$ cat config.mk
export PLATFORM = sky130hd
export DESIGN_NAME = control_pipe_unit
export DESIGN_NICKNAME = d
export VERILOG_FILES = /design/src/rtl/control_pipe_unit.sv
export SDC_FILE = /design/constraint.sdc
export NUM_CORES = 1
export LEC_CHECK = 0
export CELL_PAD_IN_SITES_DETAIL_PLACEMENT = 1
export CELL_PAD_IN_SITES_GLOBAL_PLACEMENT = 1
export CORE_MARGIN = 2
export CORE_UTILIZATION = 45
export CTS_BUF_LIST = sky130_fd_sc_hd__clkbuf_16
export CTS_CLUSTER_DIAMETER = 40
export DETAILED_ROUTE_END_ITERATION = 7
export DONT_BUFFER_PORTS = 1
export PLACE_DENSITY_LB_ADDON = 0.1
export SLEW_MARGIN = 0
export SYNTH_ARGS = -nofsm -noshare
export SYNTH_HDL_FRONTEND = slang
export SYNTH_SLANG_ARGS = --single-unit
$ cat constraint.sdc
create_clock -name CLK -period 3.2 [get_ports CLK]
set_clock_uncertainty 0.15 [all_clocks]
set_input_delay 0.48 -clock CLK [delete_from_list [all_inputs] [get_ports CLK]]
set_output_delay 0.48 -clock CLK [all_outputs]
set_load 0.02 [all_outputs]
$ cat src/rtl/control_pipe_unit.sv
// Decode/control pipeline stage: registers one decoded RV32I(M) control bundle
// behind a valid/ready handshake and holds div-class ops for DIV_CYCLES cycles.
module control_pipe_unit #(
    parameter int DIV_CYCLES = 32,
    parameter int ENABLE_M   = 1
) (
    input  logic        CLK,
    input  logic        RESET,
    input  logic        IN_VALID,
    input  logic [31:0] INSTRUCTION,
    output logic        IN_READY,
    output logic        OUT_VALID,
    input  logic        OUT_READY,
    input  logic        FLUSH,
    output logic        MUX1,
    output logic        MUX2,
    output logic        MUX3,
    output logic        REGISTERWRITE,
    output logic        MEMORYWRITE,
    output logic        MEMORYREAD,
    output logic        BRANCH,
    output logic        JUMP,
    output logic        JAL,
    output logic [4:0]  ALUOP,
    output logic [2:0]  IMMEDIATE,
    output logic [2:0]  FUNCT3_OUT,
    output logic        ILLEGAL,
    output logic        BUSY
);

    typedef enum logic [1:0] {IDLE, HOLD, DIV_WAIT} state_t;

    typedef struct packed {
        logic       mux1;
        logic       mux2;
        logic       mux3;
        logic       regWrite;
        logic       memWrite;
        logic       memRead;
        logic       branch;
        logic       jump;
        logic       jal;
        logic       illegal;
        logic [4:0] aluOp;
        logic [2:0] imm;
        logic [2:0] funct3;
    } bundle_t;

    localparam logic [5:0] DIV_LOAD = 6'(DIV_CYCLES - 1);

    state_t     state_q, state_d;
    logic [5:0] count_q, count_d;
    bundle_t    bundle_q, bundle_d;
    bundle_t    decoded;
    logic       isDiv;
    logic       transfer;

    logic [6:0] opcode;
    logic [2:0] funct3;
    logic [6:0] funct7;

    assign opcode = INSTRUCTION[6:0];
    assign funct3 = INSTRUCTION[14:12];
    assign funct7 = INSTRUCTION[31:25];

    always_comb begin
        decoded         = '0;
        decoded.illegal = 1'b1;
        decoded.funct3  = funct3;
        isDiv           = 1'b0;
        case (opcode)
            7'b0110011: begin
                if (funct7 == 7'b0000000) begin
                    decoded.illegal = 1'b0;
                    decoded.aluOp   = {2'b00, funct3};
                end else if (funct7 == 7'b0100000 && funct3 == 3'b000) begin
                    decoded.illegal = 1'b0;
                    decoded.aluOp   = 5'b10001;
                end else if (funct7 == 7'b0100000 && funct3 == 3'b101) begin
                    decoded.illegal = 1'b0;
                    decoded.aluOp   = 5'b10010;
                end else if (funct7 == 7'b0000001 && ENABLE_M != 0) begin
                    decoded.illegal = 1'b0;
                    decoded.aluOp   = {2'b01, funct3};
                    isDiv           = funct3[2];
                end
                if (!decoded.illegal) begin
                    decoded.mux1     = 1'b1;
                    decoded.mux2     = 1'b1;
                    decoded.regWrite = 1'b1;
                end
            end
            7'b0010011: begin
                decoded.illegal  = 1'b0;
                decoded.mux1     = 1'b1;
                decoded.regWrite = 1'b1;
                decoded.aluOp    = (funct3 == 3'b101 && funct7 == 7'b0100000) ? 5'b10010 : {2'b00, funct3};
                decoded.imm      = (funct3 == 3'b001 || funct3 == 3'b101) ? 3'b010 : 3'b001;
            end
            7'b0000011: begin
                if (funct3 != 3'b011 && funct3 != 3'b110 && funct3 != 3'b111) begin
                    decoded.illegal  = 1'b0;
                    decoded.mux1     = 1'b1;
                    decoded.mux3     = 1'b1;
                    decoded.regWrite = 1'b1;
                    decoded.memRead  = 1'b1;
                    decoded.imm      = 3'b001;
                end
            end
            7'b0100011: begin
                if (funct3 == 3'b000 || funct3 == 3'b001 || funct3 == 3'b010) begin
                    decoded.illegal  = 1'b0;
                    decoded.mux1     = 1'b1;
                    decoded.memWrite = 1'b1;
                    decoded.imm      = 3'b011;
                end
            end
            7'b1100011: begin
                if (funct3 != 3'b010 && funct3 != 3'b011) begin
                    decoded.illegal = 1'b0;
                    decoded.mux1    = 1'b1;
                    decoded.mux2    = 1'b1;
                    decoded.branch  = 1'b1;
                    decoded.aluOp   = 5'b10001;
                    decoded.imm     = 3'b100;
                end
            end
            7'b1101111: begin
                decoded.illegal  = 1'b0;
                decoded.jump     = 1'b1;
                decoded.jal      = 1'b1;
                decoded.regWrite = 1'b1;
                decoded.imm      = 3'b101;
            end
            7'b1100111: begin
                if (funct3 == 3'b000) begin
                    decoded.illegal  = 1'b0;
                    decoded.jump     = 1'b1;
                    decoded.mux1     = 1'b1;
                    decoded.regWrite = 1'b1;
                    decoded.imm      = 3'b001;
                end
            end
            7'b0110111: begin
                decoded.illegal  = 1'b0;
                decoded.regWrite = 1'b1;
                decoded.aluOp    = 5'b10000;
            end
            7'b0010111: begin
                decoded.illegal  = 1'b0;
                decoded.regWrite = 1'b1;
            end
            default: ;
        endcase
    end

    // Gating by RESET keeps IN_READY low while the stage is held in reset.
    assign IN_READY = RESET && !FLUSH && (state_q == IDLE || (state_q == HOLD && OUT_READY));
    assign transfer = IN_VALID && IN_READY;

    always_comb begin
        state_d  = state_q;
        count_d  = count_q;
        bundle_d = bundle_q;
        if (FLUSH) begin
            state_d  = IDLE;
            count_d  = '0;
            bundle_d = '0;
        end else begin
            case (state_q)
                IDLE, HOLD: begin
                    if (transfer) begin
                        bundle_d = decoded;
                        if (isDiv) begin
                            state_d = DIV_WAIT;
                            count_d = DIV_LOAD;
                        end else begin
                            state_d = HOLD;
                        end
                    end else if (state_q == HOLD && OUT_READY) begin
                        state_d = IDLE;
                    end
                end
                DIV_WAIT: begin
                    if (count_q == '0) begin
                        state_d = HOLD;
                    end else begin
                        count_d = count_q - 6'd1;
                    end
                end
                default: state_d = IDLE;
            endcase
        end
    end

    always_ff @(posedge CLK or negedge RESET) begin
        if (!RESET) begin
            state_q  <= IDLE;
            count_q  <= '0;
            bundle_q <= '0;
        end else begin
            state_q  <= state_d;
            count_q  <= count_d;
            bundle_q <= bundle_d;
        end
    end

    assign OUT_VALID     = (state_q == HOLD);
    assign BUSY          = (state_q == DIV_WAIT);
    assign ILLEGAL       = bundle_q.illegal && (state_q == HOLD);
    assign MUX1          = bundle_q.mux1;
    assign MUX2          = bundle_q.mux2;
    assign MUX3          = bundle_q.mux3;
    assign REGISTERWRITE = bundle_q.regWrite;
    assign MEMORYWRITE   = bundle_q.memWrite;
    assign MEMORYREAD    = bundle_q.memRead;
    assign BRANCH        = bundle_q.branch;
    assign JUMP          = bundle_q.jump;
    assign JAL           = bundle_q.jal;
    assign ALUOP         = bundle_q.aluOp;
    assign IMMEDIATE     = bundle_q.imm;
    assign FUNCT3_OUT    = bundle_q.funct3;

endmodule

==> results of run 1 <==
-- cell families (layout without fill, tap and decap cells) --
family	Yosys count	count (layout)	synth area share (%)
adder cells (fa/ha/maj)	2	2	1.29
buffers and inverters	38	18	10.1
XOR/XNOR	3	3	1.36
AO/OA/AOI/OAI	59	59	22.0
multiplexers	2	2	1.10
AND/OR/NAND/NOR	100	100	28.0
flip-flops	28	28	36.2
-- power breakdown --
group | leakage (nW) | internal [mW] | switching [mW]
clock | 0.0370 | 0.166 | 0.118
combinational | 0.369 | 0.0296 | 0.0472
sequential | 0.388 | 0.359 | 0.00869
-- cell usage after synthesis (4+ instances only) --
cell	number
nand2_1	24
o2111ai_1	4
clkbuf_1	13
a21oi_1	12
buf_4	12
nor3_1	13
a211oi_1	4
o211ai_1	4
nand4_1	6
nand2b_1	4
a22o_1	4
nor2_1	19
nor2b_1	8
dfrtp_1	28
inv_1	12
o21ai_0	4
a221oi_1	4
-- metal layers --
metal	track usage, %	vias up	part of all wire (%)
met1	30.7	857	47
met4	3.49	0	0.35
met2	39.0	39	48
met3	4.51	2	4.8
li1	-	795	-
met5	0	-	0
-- flip-flops by register name (all words and copies together) (netlist names) --
name,flops
count_q,6
ALUOP,5
FUNCT3_OUT,3
IMMEDIATE,3
state_q,2
BRANCH,1
JAL,1
JUMP,1
MEMORYWRITE,1
MUX1,1
MUX2,1
MUX3,1
REGISTERWRITE,1
bundle_q,1
-- cell type report --
type                    instances  area, um2  share of cell area, %
multi-input cells             166       1040                   53.1
flip-flops and latches         28        701                   35.7
clock buffers                   3       75.1                   3.83
well taps                      50       62.6                   3.19
inverters                      12       45.0                   2.30
repair buffers                  3       37.5                   1.91
-- critical path: cells and delay by family --
| family | cells | cell delay, ns |
|---|---|---|
| AOI/OAI and AO/OA | 1 | 0.32 |
| and+or+nand+nor | 4 | 1.42 |
-- per-stage QoR --
stage | hold slack [ns] | total power [mW] | worst slack [ns] | instances
2_1_floorplan | 0.0344 | 0.442 | 0.901 | 232
3_3_place_gp | 0.0350 | 0.437 | 0.766 | 257
3_5_place_dp | 0.0352 | 0.439 | 0.732 | 257
4_1_cts | 0.125 | 0.733 | 0.979 | 262
5_1_grt | 0.117 | 0.759 | 0.897 | 262
6_report | 0.126 | 0.728 | 0.984 | 262
-- worst min-delay path by stage --
stage | depth (start not counted) | endpoint | start | slack, ns
2_1_floorplan | 0 | ALUOP[0] | RESET | 0.03
3_3_place_gp | 0 | BRANCH | RESET | 0.04
3_5_place_dp | 0 | IMMEDIATE[2] | RESET | 0.04
4_1_cts | 1 | MEMORYWRITE | FLUSH | 0.12
5_1_grt | 1 | MEMORYWRITE | FLUSH | 0.12
6_report | 1 | MEMORYWRITE | FLUSH | 0.13
==> results.toml, run 1 <==
[timing]
tns_ns = 0
min_period_ns = 2.22
rsz0062_at_grt = "false"
setup_violations = 0
slew_viol_final = 0
period_share_pct = 69.3
max_slew.worst_pin.slew_ns = 0.603
slew_headroom_pct = 59.7
hold_violations = 0
fmax_mhz = 451

[clock_tree]
cts_root_buffer = "clkbuf_16"
hold_buffers = 2
clk_latency_ns = 0.26
cts_resized = 0
cts_setup_buffers = 0
cts_tree = "built"
cts.reportedPaths.clkPinSlew_ns = 0.07
cts_max_level = 1
cts_buffers = 3
clock-sinks = 28
clock_path_buffers = 2

[critical_path]
endpoint_kind = "flop"
r2r-end = "IMMEDIATE[0]"
crit_start = "INSTRUCTION[28]"
required_ns = 3.20
ff2ff_setup_slack_ns = 1.13
crit_arrival_ns = 2.22
path_cells = "or4_4, or2_1, nor4_4, nor2_2, a221oi_1"
slowest_delay_ns = 0.54
endpoint = "count_q[3]"
r2r_start = "state_q[0]"
critPathMaxFanout = 7
rr_worst_depth = 5
critPathKind = "in -> reg"
slowest_stage = "or4_4"
cp-start-kind = "input port"

[synthesis]
yosys_warnings = 0
ys_async_sr_fraction_pct = 100
seq_area_frac_synth_pct = 36.2
synth_edf_count = 0
syn_avg_cell_area_um2 = 8.35
ys_ff_latch = 28
netlist.area_leader.share_pct = 36.2
synth_cell_types = 54
yosysTopAreaCell = "dfrtp_1"
synthTopCellsByArea = "dfrtp_1 (36%), buf_4 (4.7%), nand2_1 (4.7%), nor2_1 (3.7%), nor3_1 (3.4%)"
syn-num-nets = 271
syn_inst = 232
synthFlopType = "dfrtp_1"
synth_area_um2 = 1940

[power_and_ir_drop]
power_density_nw_per_um2 = 371
power_leakage_nw = 0.794
ir_drop_uv = 176

[routing]
routed_wl_um = 5500
avgRoutedWirePerCell_um = 21.0
drc = 0
firstDrtPassIters = 4
antenna_left = 0
drtIter0Drc = 64
vias_per_cell = 6.46
dr_total_vias = 1693

[placed_design]
place_congestion = 0.916
placed_cell_area_um2 = 1860
port_buffers = 0
post-dp-hpwl_um = 3980

[global_route]
grt.total_usage_pct = 22.9
grt_max_degree = 29
antenna_found_initial = 0
overflow = 0
grt_pass1_wl_um = 8980
grt_pass1_vias = 1735

[finish]
stdcell_area_um2 = 1960
syn_to_final_growth_pct = 1.29
drive_above_1_share_pct = 6.60
nNetsFinal = 253
post-route-util_pct = 48.4
final_cell_mix = "dfrtp_1 (28), nand2_1 (24), nor2_1 (19)"
antenna_cells = 0
final_common_cell = "dfrtp_1"
fillerInstances = 489

[die]
core_um2 = 4060
initial_utilization_pct = 47.7
num_rows = 23
dieWidth_um = 69.6
dieArea_um2 = 4840
ioPinCount = 61
fp.dieH_um = 69.6

[worst_hold_path]
hold_class = "in -> reg"

[flow_run]
maxCapViolations = 0

[status]
status = "complete, no violations"
Power figures use the tool's default switching activity.
==> inputs of run 2 (changes only) <==
==> constraint.sdc (replaced) <==
create_clock -name CLK -period 2.1 [get_ports CLK]
set_clock_uncertainty 0.15 [all_clocks]
set_input_delay 0.315 -clock CLK [delete_from_list [all_inputs] [get_ports CLK]]
set_output_delay 0.315 -clock CLK [all_outputs]
set_load 0.02 [all_outputs]
==> results.toml, run 2 (same netlist as run 1, synthesis figures left out) <==
[critical_path]
crit_arrival_ns = 2.04
required_ns = 2.16
critPathKind = "in -> reg"
slowest_stage = "a2111oi_0"
endpoint_kind = "flop"
slowest_delay_ns = 0.56
path_cells = "or4_4, or2_1, a2111oi_0, o21ai_0, a21bo_1"
ff2ff_setup_slack_ns = 0.20
critPathMaxFanout = 5
cp-start-kind = "input port"

[routing]
avgRoutedWirePerCell_um = 21.6
drc = 0
routed_wl_um = 5920
firstDrtPassIters = 4
dr_total_vias = 1805
vias_per_cell = 6.59
drtIter0Drc = 99
antenna_left = 0

[power_and_ir_drop]
power_density_nw_per_um2 = 608
ir_drop_uv = 287
power_leakage_nw = 0.862

[die]
dieWidth_um = 69.6
num_rows = 23
initial_utilization_pct = 47.7
dieArea_um2 = 4840
core_um2 = 4060
fp.dieH_um = 69.6
ioPinCount = 61

[timing]
slew_viol_final = 0
min_period_ns = 1.98
setup_violations = 0
period_share_pct = 94.4
final.setup.worst_slack_ns = 0.118
fmax_mhz = 505
tns_ns = 0
slew_headroom_pct = 60.1
rsz0062_at_grt = "false"
max_slew.worst_pin.slew_ns = 0.583
hold_violations = 0

[finish]
syn_to_final_growth_pct = 7.56
final_common_cell = "dfrtp_1"
drive_above_1_share_pct = 11.6
antenna_cells = 0
final_cell_mix = "dfrtp_1 (28), nand2_1 (24), nor2_1 (19)"
fillerInstances = 490
nNetsFinal = 264
post-route-util_pct = 51.3
largest_reg_flops = 6
largest-register = "count_q"

[clock_tree]
clock_path_buffers = 2
cts.reportedPaths.clkPinSlew_ns = 0.07
clk_latency_ns = 0.26
cts_root_buffer = "clkbuf_16"
cts_resized = 0
cts_max_level = 1
clock-sinks = 28
hold_buffers = 3
cts_setup_buffers = 0
cts_buffers = 3
cts_tree = "built"

[worst_hold_path]
hold_class = "in -> reg"

[global_route]
grt.total_usage_pct = 25.6
antenna_found_initial = 0
grt_pass1_wl_um = 9850
globalRouteMet2Util_pct = 42.1
met1_usage_pct = 32.5
grt_max_degree = 29
overflow = 0
grt_pass1_vias = 1949
met3_usage_pct = 4.65
grt_busiest_layer = "met2"

[placed_design]
port_buffers = 0
post-dp-hpwl_um = 4310
place_congestion = 0.900
place_ws_ns = -0.166

[status]
status = "complete, no violations"

[flow_run]
maxCapViolations = 0
-- run 2: changes by cell type in the layout (fill, tap and decap cells not counted), sizes merged --
cell | previous run | this run
dlygate4sd3 | 1 | 2
bufinv | 0 | 1
buf | 2 | 12
-- run 2: area by class of cell --
class | count | area [um2] | share of cell area [%]
multi-input combinational | 166 | 1050 | 50.3
sequential | 28 | 701 | 33.6
inverter | 12 | 45.0 | 2.16
clock inverter | 1 | 30.0 | 1.44
tap | 50 | 62.6 | 3.00
clock buffer | 3 | 75.1 | 3.60
timing repair buffer | 14 | 123 | 5.89
-- run 2: per-stage QoR --
step	std cells	hold WS, ns	power, mW	cell area (um2)
after floorplan	232	-0.131	0.675	1940
after global placement	267	-0.130	0.675	1940
after detailed placement	267	-0.130	0.680	1940
after CTS	274	0.0249	1.28	2080
after global routing	274	0.0436	1.31	2080
final	274	0.0282	1.27	2080
-- run 2: metal layers --
metal  vias to the layer above  share of wire (%)
met3                        13                6.2
met1                       897                 41
met5                         -                  0
met2                        72                 50
met4                         0                2.7
li1                        823                  -
-- run 2: final timing paths --
kind,cells after the start,from,endpoint
setup / recovery,5,INSTRUCTION[28],ALUOP[4]
hold / removal,2,INSTRUCTION[13],FUNCT3_OUT[1]
setup reg to reg,5,state_q[0],count_q[4]
hold reg to reg,1,count_q[0],count_q[0]
max in group asynchronous,2,RESET,IMMEDIATE[0]
min in group asynchronous,2,RESET,IMMEDIATE[2]
-- run 2: power breakdown --
part | switching, mW | internal, mW | total (mW)
clock | 0.193 | 0.380 | 0.573
sequential | 0.0134 | 0.547 | 0.560
combinational | 0.0796 | 0.0545 | 0.134
-- run 2: worst max-delay path, delay by kind of cell --
| kind | cells | cell delay, ns |
|---|---|---|
| AO/OA/AOI/OAI | 3 | 0.88 |
| AND/OR/NAND/NOR | 2 | 0.84 |
==> inputs of run 3 (changes only) <==
--- a/config.mk
+++ b/config.mk
@@ -18,3 +18,4 @@
 export SYNTH_ARGS = -nofsm -noshare
 export SYNTH_HDL_FRONTEND = slang
 export SYNTH_SLANG_ARGS = --single-unit
+export TNS_END_PERCENT = 30
==> results of run 3 <==
No change in the layout: final DEF, timing and power equal those of run 2.
